===== config.mk =====
export PLATFORM = sky130hd
export DESIGN_NAME = tick_rate_detect
export DESIGN_NICKNAME = d
export VERILOG_FILES = /design/src/rtl/tick_rate_detect_pkg.sv /design/src/rtl/tick_rate_detect_sync_edge_det.sv /design/src/rtl/tick_rate_detect.sv
export SDC_FILE = /design/constraint.sdc
export NUM_CORES = 1
export LEC_CHECK = 0
export ABC_CLOCK_PERIOD_IN_PS = 8350
export BUFFER_PORTS_ARGS = -buffer_cell sky130_fd_sc_hd__buf_2
export CAP_MARGIN = 20
export CORE_MARGIN = 1.5
export CORE_UTILIZATION = 62
export DETAILED_ROUTE_END_ITERATION = 6
export PLACE_DENSITY_LB_ADDON = 0.12
export SLEW_MARGIN = 20
export SYNTH_ARGS = -nofsm -noshare
export SYNTH_HDL_FRONTEND = slang
export SYNTH_SLANG_ARGS = --single-unit

===== constraint.sdc =====
create_clock -name clk -period 8.35 [get_ports clk]
set_input_delay 0.4175 -clock clk [delete_from_list [all_inputs] [get_ports clk]]
set_output_delay 0.4175 -clock clk [all_outputs]
set_load 0.01 [all_outputs]

===== src/rtl/tick_rate_detect_pkg.sv =====
// Shared types and helpers for the game-tick rate detector.
// Holds rate code constants, FSM state enum, classifier result and interval math.
`timescale 1ns/1ps
package tick_rate_detect_pkg;

    localparam logic [1:0] RATE_X1 = 2'd0;
    localparam logic [1:0] RATE_X2 = 2'd1;
    localparam logic [1:0] RATE_X4 = 2'd2;
    localparam logic [1:0] RATE_X8 = 2'd3;

    typedef enum logic [1:0] {
        IDLE   = 2'd0,
        PRIMED = 2'd1,
        LOCKED = 2'd2
    } state_t;

    typedef struct packed {
        logic       hit;
        logic [1:0] code;
    } class_t;

    // Toggle interval produced by the divider for a given rate code.
    function automatic logic [63:0] expected_interval(
        input logic [31:0] base,
        input logic [1:0]  code
    );
        return ({32'd0, base} << code) + 64'd1;
    endfunction

endpackage


===== src/rtl/tick_rate_detect_sync_edge_det.sv =====
// Two-flop synchronizer plus history flop; flags any toggle of din.
// Ports: clk, rst (sync, active high), din (async level), edge_stb (toggle seen).
`timescale 1ns/1ps
module sync_edge_det (
    input  logic clk,
    input  logic rst,
    input  logic din,
    output logic edge_stb
);

    logic s1;
    logic s2;
    logic s3;

    always_ff @(posedge clk) begin
        if (rst) begin
            s1 <= 1'b0;
            s2 <= 1'b0;
            s3 <= 1'b0;
        end else begin
            s1 <= din;
            s2 <= s1;
            s3 <= s2;
        end
    end

    assign edge_stb = s2 ^ s3;

endmodule


===== src/rtl/tick_rate_detect.sv =====
// Measures the toggle interval of clk_game and decodes its divider rate code.
// Ports: clk, rst, clk_game in; rate, rate_valid, meas, meas_stb, err, timeout out.
`timescale 1ns/1ps
module tick_rate_detect
    import tick_rate_detect_pkg::*;
#(
    parameter int unsigned BASE_CNT = 12500,
    parameter int unsigned TOL      = 64,
    parameter int unsigned LOCK_N   = 2,
    parameter int          CNT_W    = 32
) (
    input  logic             clk,
    input  logic             rst,
    input  logic             clk_game,
    output logic [1:0]       rate,
    output logic             rate_valid,
    output logic [CNT_W-1:0] meas,
    output logic             meas_stb,
    output logic             err,
    output logic             timeout
);

    localparam int MC_W = $clog2(LOCK_N + 1);
    localparam logic [MC_W-1:0] LOCK_LIM = MC_W'(LOCK_N);
    localparam logic [MC_W-1:0] MC_ONE   = MC_W'(1);
    localparam logic [CNT_W:0]  ONE_W    = (CNT_W+1)'(1);
    localparam logic [CNT_W:0]  TOL_W    = (CNT_W+1)'(TOL);
    localparam logic [CNT_W:0]  E3_W     =
        (CNT_W+1)'(expected_interval(BASE_CNT, RATE_X8));
    // Timeout fires when the running interval would exceed the widest
    // accepted interval for the slowest code.
    localparam logic [CNT_W:0]  TO_LIM   = E3_W + TOL_W + ONE_W;

    logic             edge_stb;
    state_t           state;
    state_t           state_n;
    logic [CNT_W-1:0] cnt;
    logic [CNT_W-1:0] cnt_n;
    logic [CNT_W:0]   cnt_p1;
    logic [CNT_W-1:0] meas_sat;
    logic [MC_W-1:0]  mcnt;
    logic [MC_W-1:0]  mcnt_n;
    logic [MC_W-1:0]  mcnt_nxt;
    logic [1:0]       cand;
    logic [1:0]       cand_n;
    logic [1:0]       rate_n;
    logic             rv_n;
    logic [CNT_W-1:0] meas_n;
    logic             stb_n;
    logic             err_n;
    logic             to_n;
    logic             to_hit;
    logic [CNT_W:0]   e_k;
    logic [CNT_W:0]   dist_k;
    class_t           cls;

    sync_edge_det u_sync (
        .clk      (clk),
        .rst      (rst),
        .din      (clk_game),
        .edge_stb (edge_stb)
    );

    assign cnt_p1   = {1'b0, cnt} + ONE_W;
    assign meas_sat = cnt_p1[CNT_W] ? '1 : cnt_p1[CNT_W-1:0];
    assign to_hit   = !edge_stb && (cnt_p1 == TO_LIM);

    // Scan from the slowest code down so the lowest matching code wins.
    always_comb begin
        cls    = '0;
        e_k    = '0;
        dist_k = '0;
        for (int k = 3; k >= 0; k--) begin
            e_k = (CNT_W+1)'(expected_interval(BASE_CNT, 2'(k)));
            dist_k = (cnt_p1 > e_k) ? (cnt_p1 - e_k) : (e_k - cnt_p1);
            if (dist_k <= TOL_W) begin
                cls.hit  = 1'b1;
                cls.code = 2'(k);
            end
        end
    end

    always_ff @(posedge clk) begin
        if (rst) begin
            state      <= IDLE;
            cnt        <= '0;
            mcnt       <= '0;
            cand       <= '0;
            rate       <= '0;
            rate_valid <= 1'b0;
            meas       <= '0;
            meas_stb   <= 1'b0;
            err        <= 1'b0;
            timeout    <= 1'b0;
        end else begin
            state      <= state_n;
            cnt        <= cnt_n;
            mcnt       <= mcnt_n;
            cand       <= cand_n;
            rate       <= rate_n;
            rate_valid <= rv_n;
            meas       <= meas_n;
            meas_stb   <= stb_n;
            err        <= err_n;
            timeout    <= to_n;
        end
    end

    always_comb begin
        state_n  = state;
        mcnt_n   = mcnt;
        cand_n   = cand;
        rate_n   = rate;
        rv_n     = rate_valid;
        meas_n   = meas;
        stb_n    = 1'b0;
        err_n    = 1'b0;
        to_n     = 1'b0;
        mcnt_nxt = MC_ONE;

        if (edge_stb) begin
            cnt_n = '0;
        end else if (&cnt) begin
            cnt_n = cnt;
        end else begin
            cnt_n = cnt_p1[CNT_W-1:0];
        end

        unique case (state)
            IDLE: begin
                if (edge_stb) begin
                    state_n = PRIMED;
                    mcnt_n  = '0;
                end
            end
            PRIMED: begin
                if (edge_stb) begin
                    meas_n = meas_sat;
                    stb_n  = 1'b1;
                    if (!cls.hit) begin
                        err_n  = 1'b1;
                        mcnt_n = '0;
                    end else begin
                        if (cls.code == cand) begin
                            mcnt_nxt = mcnt + MC_ONE;
                        end
                        cand_n = cls.code;
                        mcnt_n = mcnt_nxt;
                        if (mcnt_nxt >= LOCK_LIM) begin
                            state_n = LOCKED;
                            rate_n  = cls.code;
                            rv_n    = 1'b1;
                        end
                    end
                end else if (to_hit) begin
                    to_n    = 1'b1;
                    state_n = IDLE;
                    rv_n    = 1'b0;
                    mcnt_n  = '0;
                end
            end
            LOCKED: begin
                if (edge_stb) begin
                    meas_n = meas_sat;
                    stb_n  = 1'b1;
                    if (!cls.hit || cls.code != rate) begin
                        err_n   = 1'b1;
                        rv_n    = 1'b0;
                        state_n = PRIMED;
                        mcnt_n  = '0;
                        if (cls.hit) begin
                            cand_n = cls.code;
                            mcnt_n = MC_ONE;
                        end
                    end
                end else if (to_hit) begin
                    to_n    = 1'b1;
                    state_n = IDLE;
                    rv_n    = 1'b0;
                    mcnt_n  = '0;
                end
            end
            default: begin
                state_n = IDLE;
            end
        endcase
    end

endmodule


* Word-level counts from Yosys, hierarchy flattened *
Cells that the tools add are included.
Widths: inputs -> output; s select.

word-level totals
  flip-flop bits (word level) = 79
  output and inout port bits = 38
  input bits = 3

cells by class
  mux-type cells = 48
  bitwise logic cells = 2
  equality and inequality tests = 12
  add/sub/neg operators = 10
  reduce and logical (&&, ||, !) cells = 18
  order comparisons = 9

operators with widths
  kind                    count
  $le 33x7->1 const B     4
  $mux 33                 4
  $mux 2                  21
  $add 32x1->33 const B   1
  $eq 33x17->1 const B    1
  $gt 33x14->1 const B    1
  $gt 33x15->1 const B    1
  $gt 33x16->1 const B    1
  $gt 33x17->1 const B    1
  $sub 14x33->33 const A  1
  $sub 15x33->33 const A  1
  $sub 16x33->33 const A  1
  $sub 17x33->33 const A  1
  $sub 33x14->33 const B  1
  $sub 33x15->33 const B  1
  $sub 33x16->33 const B  1
  $sub 33x17->33 const B  1
  $mux 32                 1
  $reduce_and 32->1       1
  $reduce_and 4->1        4
  $mux 1                  13
  $mux 3                  4
  $pmux 2 s3              2
  $ne 3x3->1 const B      3
  21 further kinds        28

* Logic depth before layout (Yosys ltp) *
Gate-level depths: netlist of run 1.

  depth in word-level cells = 18
  depth in mapped cells = 25

* Hierarchy *
Synthesis of run 1 repeated with hierarchy kept, for this count alone.

second synthesis, totals
  cells, all modules = 1,315
  area, all modules = 9,039.9 sq um

by module, submodules not included
  module            times used  area an instance (sq um)  sequential area each (sq um)  cells an instance
  tick_rate_detect  1           8,952.3                   1,521.5                       1,308
  sync_edge_det     1           87.6                      60.1                          7

* Least setup slack after synthesis of run 1 *
No wires, ideal clock.

  path kind = reg-to-reg
  from = register cnt[1]
  to = register rate[0]
  slack = 2,551 ps
  arrival = 5,672 ps
  stages on the path, launching flop included = 24
  setup time = 128 ps
  path buffers = 4
  cells stage by stage = dfxtp_1 > buf_2 > buf_1 > inv_1 > ha_1 > clkbuf_1 > inv_1 > ha_1 > clkbuf_1 > nor4_1 > nor3b_1 > a211oi_1 > o21ai_0 > nand2_1 > o31a_1 > or3_1 > a21oi_1 > or4b_1 > or4_1 > nor4_2 > o21ai_1 > a2111oi_4 > mux2i_1 > nor2_1

between the ends
  cells in the longest elaborated chain, start to end = 15
  elaborated cells on any way between the ends = 32
  classes of those cells = add/sub (9); order compare (9); eq/ne (1); mux (12); reduce/logical (1)

RTL lines
  item                                    line                     RTL
  from (decl)                             tick_rate_detect.sv:37   logic [CNT_W-1:0] cnt;
  from (signal assigned)                  tick_rate_detect.sv:97   cnt <= cnt_n;
  $add 32x1->33 (*)                       tick_rate_detect.sv:64   assign cnt_p1 = {1'b0, cnt} + ONE_W;
  net cnt_p1[1]                           tick_rate_detect.sv:39   logic [CNT_W:0] cnt_p1;
  $sub 17x33->33 (tied with other cells)  tick_rate_detect.sv:75   dist_k = (cnt_p1 > e_k) ? (cnt_p1 - e_k) : (e_k - cnt_p1);
  $mux 33                                 tick_rate_detect.sv:75
  $le 33x7->1                             tick_rate_detect.sv:76   if (dist_k <= TOL_W) begin
  $mux 3 (3 in a row)                     tick_rate_detect.sv:76
  $mux 3 (*)                              tick_rate_detect.sv:76
  $eq 2x2->1                              tick_rate_detect.sv:144  if (cls.code == cand) begin
  $mux 2                                  tick_rate_detect.sv:144
  $mux 2                                  tick_rate_detect.sv:140  if (!cls.hit) begin
  $mux 2                                  tick_rate_detect.sv:137  if (edge_stb) begin
  $mux 2                                  tick_rate_detect.sv:129  unique case (state)
  $ge 2x2->1                              tick_rate_detect.sv:149  if (mcnt_nxt >= LOCK_LIM) begin
  $reduce_and 4->1 (no source line)       -
  to (signal assigned)                    tick_rate_detect.sv:100  rate <= rate_n;
  to (decl)                               tick_rate_detect.sv:15   output logic [1:0] rate,

Mark *: on every way through the listed nets, which the timed path passes. The rest lies on a longest branch. The select of a mux whose other input is x is not followed.
A chain may end at the register's enable or synchronous reset.

* Worst setup path after layout of run 1 *
  from = register cnt[4]
  to = register rate[1]

between the ends
  cells in the longest elaborated chain, start to end = 15
  elaborated cells on any way between the ends = 32
  classes of those cells = add/sub (9); order compare (9); eq/ne (1); mux (12); reduce/logical (1)

RTL lines
  item                                    line
  $add 32x1->33 (*)                       tick_rate_detect.sv:64
  $sub 17x33->33 (tied with other cells)  tick_rate_detect.sv:75
  $mux 33                                 tick_rate_detect.sv:75
  $le 33x7->1                             tick_rate_detect.sv:76
  $mux 3 (3 in a row)                     tick_rate_detect.sv:76
  $mux 3 (*)                              tick_rate_detect.sv:76
  $eq 2x2->1                              tick_rate_detect.sv:144
  $mux 2                                  tick_rate_detect.sv:144
  $mux 2                                  tick_rate_detect.sv:140
  $mux 2                                  tick_rate_detect.sv:137
  $mux 2                                  tick_rate_detect.sv:129
  $ge 2x2->1                              tick_rate_detect.sv:149
  $reduce_and 4->1 (no source line)       -

Mark *: on every way between the ends. The rest lies on a longest branch, timed or not. The select of a mux whose other input is x is not followed.

==> key figures, run 1 <==
Place
  • # port buffers: 40
  • Routability cong.: between 1 and 1.5
  • Placed cells: about 1,500
  • Post-DP HPWL: 30,500 um
  • Setup WS pre-CTS: roughly 1500 ps
  • Cell Area, Placed: approximately 0.0098 sq mm

Setup path
  • Worst setup EP type: flip-flop
  • Worst reg2reg path startpoint: cnt[4]
  • Worst-path cell chain: nand3_2 > buf_4 > or4_4 > or3_1 > a2111oi_0 > a22oi_1 > a21oi_2 > mux2i_1 > a2111oi_0 > nor4_1 > nand4_1 > a21bo_2 > or3_1 > a2111oi_4 > mux2i_1 > nor2_1
  • Slowest-stage cell, CP: a2111oi_0
  • Startpoint types: flip-flop
  • R2R depth: 16
  • CP Max Fanout: 24
  • Kind of critical path: reg -> reg
  • Worst setup path start: cnt[4]
  • R2r setup slk: 1180 ps
  • Reg-to-reg endpoint: rate[1]
  • Worst path max stage delay: roughly 940 ps
  • CP Capture Point: rate[1]
  • Crit path DAT: about 7400 ps
  • Crit path required time: between 8000 and 9000 ps

CTS
  • Post-CTS Setup Bufs: 0
  • Num CTS Buffers: 9
  • Clock Path Buffers: 2
  • Clock Pin Slew Worst Setup and Hold Paths: 80 ps
  • H-tree levels: 3
  • Resized Gates After CTS: 0
  • CTS root buf: clkbuf_16
  • CTS tree: yes
  • Clk sinks: between 70 and 80
  • Post-cts hold buffer count: 0
  • Clk_lat worst skew: ~380 ps

Power and ir drop
  • Leakage Power: around 0.0036 uW
  • VDD IR-drop max: a little over 0.09 mV
  • P per Cell Area: 97.4 mW/mm^2
  • Register share of total power: 40.5%
  • Sw Ratio: ~31%
  • Switch Pwr: 306 uW
  • Gate power share: between 10% and 20%
  • Clock share of power: approximately 45%
  • Pint: 678 uW

GRT
  • Vias in the first global route: 11,100
  • Largest net degree at the start of global routing: 65
  • Remaining Overflow, GRT: 0
  • All-Layer GR Usage: 52.2%
  • First-pass GRT wire length: between 60,000 and 70,000 um
  • Initial antenna violation count: 0

Synthesis
  • Syn Std Cell Area: 0.00934 sq mm
  • Synth Area per Inst: between 6 and 7 sq um
  • EDFF count, synth: 0
  • Yosys cell types: 84
  • Synth warn: 0
  • Seq/Total Area, Yosys: between 10% and 20%
  • Fraction of registers with async set/reset: 0%
  • Primary FF master, synth: dfxtp_1
  • Cells after Synth: approximately 1,400
  • Net Count, Synth: 1,369
  • Synthesized flop and latch total: 79

Flow run
  • Max-Cap Viols: 0

Finish
  • Fraction of layout cells with a size suffix above 1: between 10% and 20%
  • Most frequent cells in the layout: nor2_1, nand2_1, a21oi_1
  • Area grow syn2layout: 8.17%
  • Nets: between 1,000 and 1,500
  • Final instance area: just over 0.01 sq mm
  • Multi-input gate area in the final layout: around 0.0073 sq mm
  • Final Non-Filler Cells: between 1,500 and 2,000
  • Commonest non-fill, non-tap cell in the layout: nor2_1
  • FILL cells: ~1,300
  • Storage cell area: 0.00158 sq mm
  • ANT cells: 0

Drt
  • DRT Pass-1 Iters: 7
  • ANT nets after route: 0
  • Wirelength, routed: 41,900 um
  • Drt wl/cell: ~27 um
  • Vias/cell: about 8.0
  • DR DRC count: 26
  • Via count: around 12,000
  • Initial DRC count: about 2,100

Timing
  • Final WS setup: about 1200 ps
  • TNS Setup: 0 ps
  • Slew @ Worst Pin: about 1100 ps
  • Final Hold Fails: 0
  • # setup viols final: 0
  • Unrepaired setup endpoints after global routing: false
  • Final period util: between 80% and 90%
  • Max Fclk: roughly 140 MHz
  • Period minus WS final: roughly 7200 ps
  • Relative slew slack: about a quarter
  • Worst hold slack: between 200 and 300 ps
  • Max Slew Vio Count: 0
  • Final Skew: 17.0 ps

Floorplan
  • Initial Utilization: 63.8%
  • Die area: 0.0158 sq mm
  • Rows: 44
  • Core area: between 0.01 and 0.015 sq mm
  • Die height: around 130 um
  • I/O Pins: 41
  • Die width: between 100 and 150 um

Min path
  • Worst Hold Class: in -> reg

Outcome
  • Failing checks: design-rule violations
  • Outcome: finished, violations left
[critical path, delay by kind of cell (launching register included)]
family,cells,cell delay [ps]
compound gates,6,3590
simple gates,7,2000
mux,2,410
buf+inv,1,250
flops,1,760
[routing by layer]
metal	track usage [%]	routed length, um	vias up
met2	75.5	16100	1190
met3	22.5	7110	385
met1	62.3	14500	5505
met4	35.7	4240	0
met5	2.79	0	-
li1	-	-	5231
[logic make-up (layout without fill, tap and decap cells)]
family | count (synthesis) | after routing | share of synthesized area [%]
simple gates | 617 | 617 | 34.9
compound gates | 426 | 426 | 32.0
xor+xnor | 72 | 72 | 6.75
fa+ha+maj | 12 | 12 | 1.61
mux | 20 | 20 | 2.17
buf+inv | 128 | 136 | 5.61
flops | 79 | 79 | 16.9
[synthesized netlist by cell type, types with 15 or more instances]
cell type  count  area [sq um]
inv_1         21          78.8
xnor2_1       58           508
nand4_1       34           213
or4_1         16           120
nor2_1       152           571
and3_1        15          93.8
a311oi_1      32           280
dfxtp_1       79          1580
o31ai_1       16           120
mux2i_1       18           180
or2_2         15          93.8
o21ai_0       57           285
nor3_1        54           270
a211oi_1      29           218
nor4_1        52           325
or3_1         29           181
a21oi_1      104           521
clkbuf_1      78           293
nand2_1      108           405
and2_1        22           138
a31oi_1       21           131
nand3_1       57           285
[power by group through the flow]
stage | logic (uW) | registers, uW | clock network (uW)
after floorplan | 96.2 | 410 | 0
after global placement | 135 | 406 | 0
after detailed placement | 139 | 407 | 0
after CTS | 140 | 398 | 436
after global routing | 158 | 399 | 451
final | 145 | 398 | 441
[sequential cells by signal, indices dropped and copies added (netlist names)]
signal,flops
rate_valid,1
timeout,1
meas_stb,1
cand,2
state,2
err,1
meas,32
mcnt,2
u_sync.s2,1
cnt,32
u_sync.s3,1
u_sync.s1,1
rate,2
[worst min path at each step]
| stage | from | end | cells past startpoint |
|---|---|---|---|
| final | clk_game | u_sync.s1 | 2 |
| after global routing | clk_game | u_sync.s1 | 2 |
| after CTS | clk_game | u_sync.s1 | 2 |
| after detailed placement | u_sync.s1 | u_sync.s2 | 1 |
| after global placement | u_sync.s1 | u_sync.s2 | 1 |
| after floorplan | u_sync.s1 | u_sync.s2 | 1 |
[final cells by class]
cell class                 count  area share [%]
inverter                      21           0.780
sequential                    79            15.7
clock buffer                   9            2.23
tap                          184            2.28
multi-input combinational   1147            71.8
timing repair buffer          99            6.37
clock inverter                 7           0.867
[per-stage QoR]
stage / total power (uW) / util, %
4_1_cts: 974 / 69.0
3_3_place_gp: 541 / 66.8
3_5_place_dp: 546 / 66.8
5_1_grt: 1010 / 69.0
2_1_floorplan: 507 / -
6_report: 984 / 69.0
Note: power is estimated with default switching activity, not from simulation.
==> run 2: changes to the inputs <==
--- a/config.mk
+++ b/config.mk
@@ -12,6 +12,7 @@
 export CORE_UTILIZATION = 62
 export DETAILED_ROUTE_END_ITERATION = 6
 export PLACE_DENSITY_LB_ADDON = 0.12
+export REMOVE_ABC_BUFFERS = 1
 export SLEW_MARGIN = 20
 export SYNTH_ARGS = -nofsm -noshare
 export SYNTH_HDL_FRONTEND = slang
==> run 2 against run 1 <==
Effect of this change: the run still ends with design-rule violations left; register-to-register slack gained 80 ps; worst setup slack gained 83 ps; worst hold slack gained 26 ps; first-iteration DRC count grew 3.1%; sequential power is essentially flat; critical path depth grew 1; total power grew 3.5%; largest power group unchanged; highest routed layer unchanged.
==> key figures, run 2 (same netlist as run 1, synthesis figures left out) <==
Finish
  • Area grow syn2layout: 8.25%
  • Most frequent cells in the layout: nor2_1, nand2_1, a21oi_1
  • Final instance area: approximately 0.010 sq mm
  • Nets: about 1,400
  • Commonest non-fill, non-tap cell in the layout: nor2_1
  • Largest regs: cnt (32), meas (32)
  • Final Util: between 60 and 70%
  • Fraction of layout cells with a size suffix above 1: about an eighth

Timing
  • Period minus WS final: 7090 ps
  • TNS Setup: 0 ps
  • Max Fclk: around 140 MHz
  • Max Slew Vio Count: 0
  • # setup viols final: 0
  • Final Skew: 12.0 ps
  • Relative slew slack: roughly a fifth
  • Slew @ Worst Pin: roughly 1200 ps
  • Unrepaired setup endpoints after global routing: false
  • Final Hold Fails: 0
  • Final period util: between 80% and 90%

Floorplan
  • Core area: between 0.01 and 0.015 sq mm
  • I/O Pins: just over 40
  • Rows: 44
  • Die height: ~130 um
  • Die width: approximately 130 um
  • Initial Utilization: 63.8%
  • Die area: around 0.016 sq mm

Setup path
  • CP Buf/Inv Count: 1
  • Kind of critical path: reg -> reg
  • CP Max Fanout: 24
  • Slowest-stage cell, CP: dfxtp_1
  • Critical path's top delay family: simple AND/OR/NAND/NOR gates
  • Worst-path cell chain: nand3_2 > buf_4 > or4_4 > or4_1 > nor4_4 > o211ai_1 > nor4_1 > a21o_1 > mux2i_1 > o32ai_1 > nor4_1 > nand4_1 > a21bo_2 > mux2i_1 > a31oi_1 > a32oi_1 > o31ai_1
  • Worst setup EP type: flip-flop
  • Crit path DAT: between 7000 and 8000 ps
  • Worst path max stage delay: about 810 ps
  • R2r setup slk: 1260 ps
  • Crit path required time: roughly 8600 ps
  • Startpoint types: flip-flop

Power and ir drop
  • Leakage Power: 0.00365 uW
  • P per Cell Area: a little over 100 mW/mm^2
  • VDD IR-drop max: between 0.08 and 0.09 mV
  • PnR Total Power: roughly 1000 uW

Flow run
  • Max-Cap Viols: 0

GRT
  • Remaining Overflow, GRT: 0
  • All-Layer GR Usage: about half
  • Vias in the first global route: ~11,000
  • Initial antenna violation count: 1
  • First-pass GRT wire length: about 60,000 um
  • Largest net degree at the start of global routing: 65

CTS
  • Resized Gates After CTS: 0
  • CTS root buf: clkbuf_16
  • Post-CTS Setup Bufs: 0
  • Num CTS Buffers: 9
  • Clk sinks: 79
  • Clock Pin Slew Worst Setup and Hold Paths: approximately 70 ps
  • CTS tree: yes
  • Post-cts hold buffer count: 0
  • Clock Path Buffers: 2
  • Clk_lat worst skew: ~370 ps
  • H-tree levels: 3

Min path
  • Worst Hold Class: in -> reg

Drt
  • Initial DRC count: around 2,200
  • Wirelength, routed: just over 40,000 um
  • DRT Pass-1 Iters: 7
  • ANT nets after route: 0
  • Vias/cell: around 7.8
  • Via count: approximately 12,000
  • Drt wl/cell: 26.3 um
  • DR DRC count: 13

Place
  • # port buffers: 40
  • Routability cong.: around 1.1
  • Post-DP HPWL: around 30,000 um
  • Cell Area, Placed: approximately 0.01 sq mm

Outcome
  • Outcome: finished, violations left
  • Failing checks: design-rule violations
run 2: cell count changes in the layout (fill, tap and decap cells not counted):
| cell | change |
|---|---|
| o31ai_2 | -1 |
| o31ai_1 | +1 |
| diode_2 | +1 |
| clkinvlp_4 | -1 |
| xnor2_1 | +2 |
| inv_8 | +1 |
| xnor2_2 | -2 |
| bufinv_16 | +1 |
| inv_6 | -1 |
run 2: worst paths after layout:
| kind | startpoint | endpoint | depth (start not counted) |
|---|---|---|---|
| worst max register to register | cnt[4] | state[1] | 17 |
| worst max-delay path | cnt[4] | state[1] | 17 |
| worst min register to register | u_sync.s1 | u_sync.s2 | 1 |
| worst min-delay path | clk_game | u_sync.s1 | 2 |
run 2: worst register-to-register path, stage by stage, from the launching register on:
cell and delay [ps]:
dfxtp_1 810, nand3_2 100, buf_4 250, or4_4 640
or4_1 740, nor4_4 420, o211ai_1 160, nor4_1 650
a21o_1 530, mux2i_1 480, o32ai_1 190, nor4_1 290
nand4_1 230, a21bo_2 320, mux2i_1 490, a31oi_1 280
a32oi_1 280, o31ai_1 100
run 2: layout make-up:
class	count	area, sq um
antenna	1	2.50
fill	1262	4530
clock inverter	7	113
inverter	21	78.8
timing repair buffer	99	643
tap	184	230
multi-input combinational	1147	7240
clock buffer	9	225
sequential	79	1580
run 2: stage by stage:
stage	hold WS [ps]	setup slack, ps	std cells
global placement	415	1660	1530
floorplan	414	1260	1247
CTS	298	1510	1546
global route	320	1090	1547
finish	287	1260	1547
detailed placement	423	1550	1530
run 2: routing by layer:
metal	global-route usage [%]	wire length, um	up-vias
li1	-	-	5231
met1	62.8	14600	5505
met2	73.9	16600	1134
met3	18.2	6830	271
met4	29.7	2710	0
met5	0	0	-
run 2: power breakdown:
part           internal (uW)  switching [uW]
clock                    269             200
combinational           50.9            99.4
sequential               390            9.03
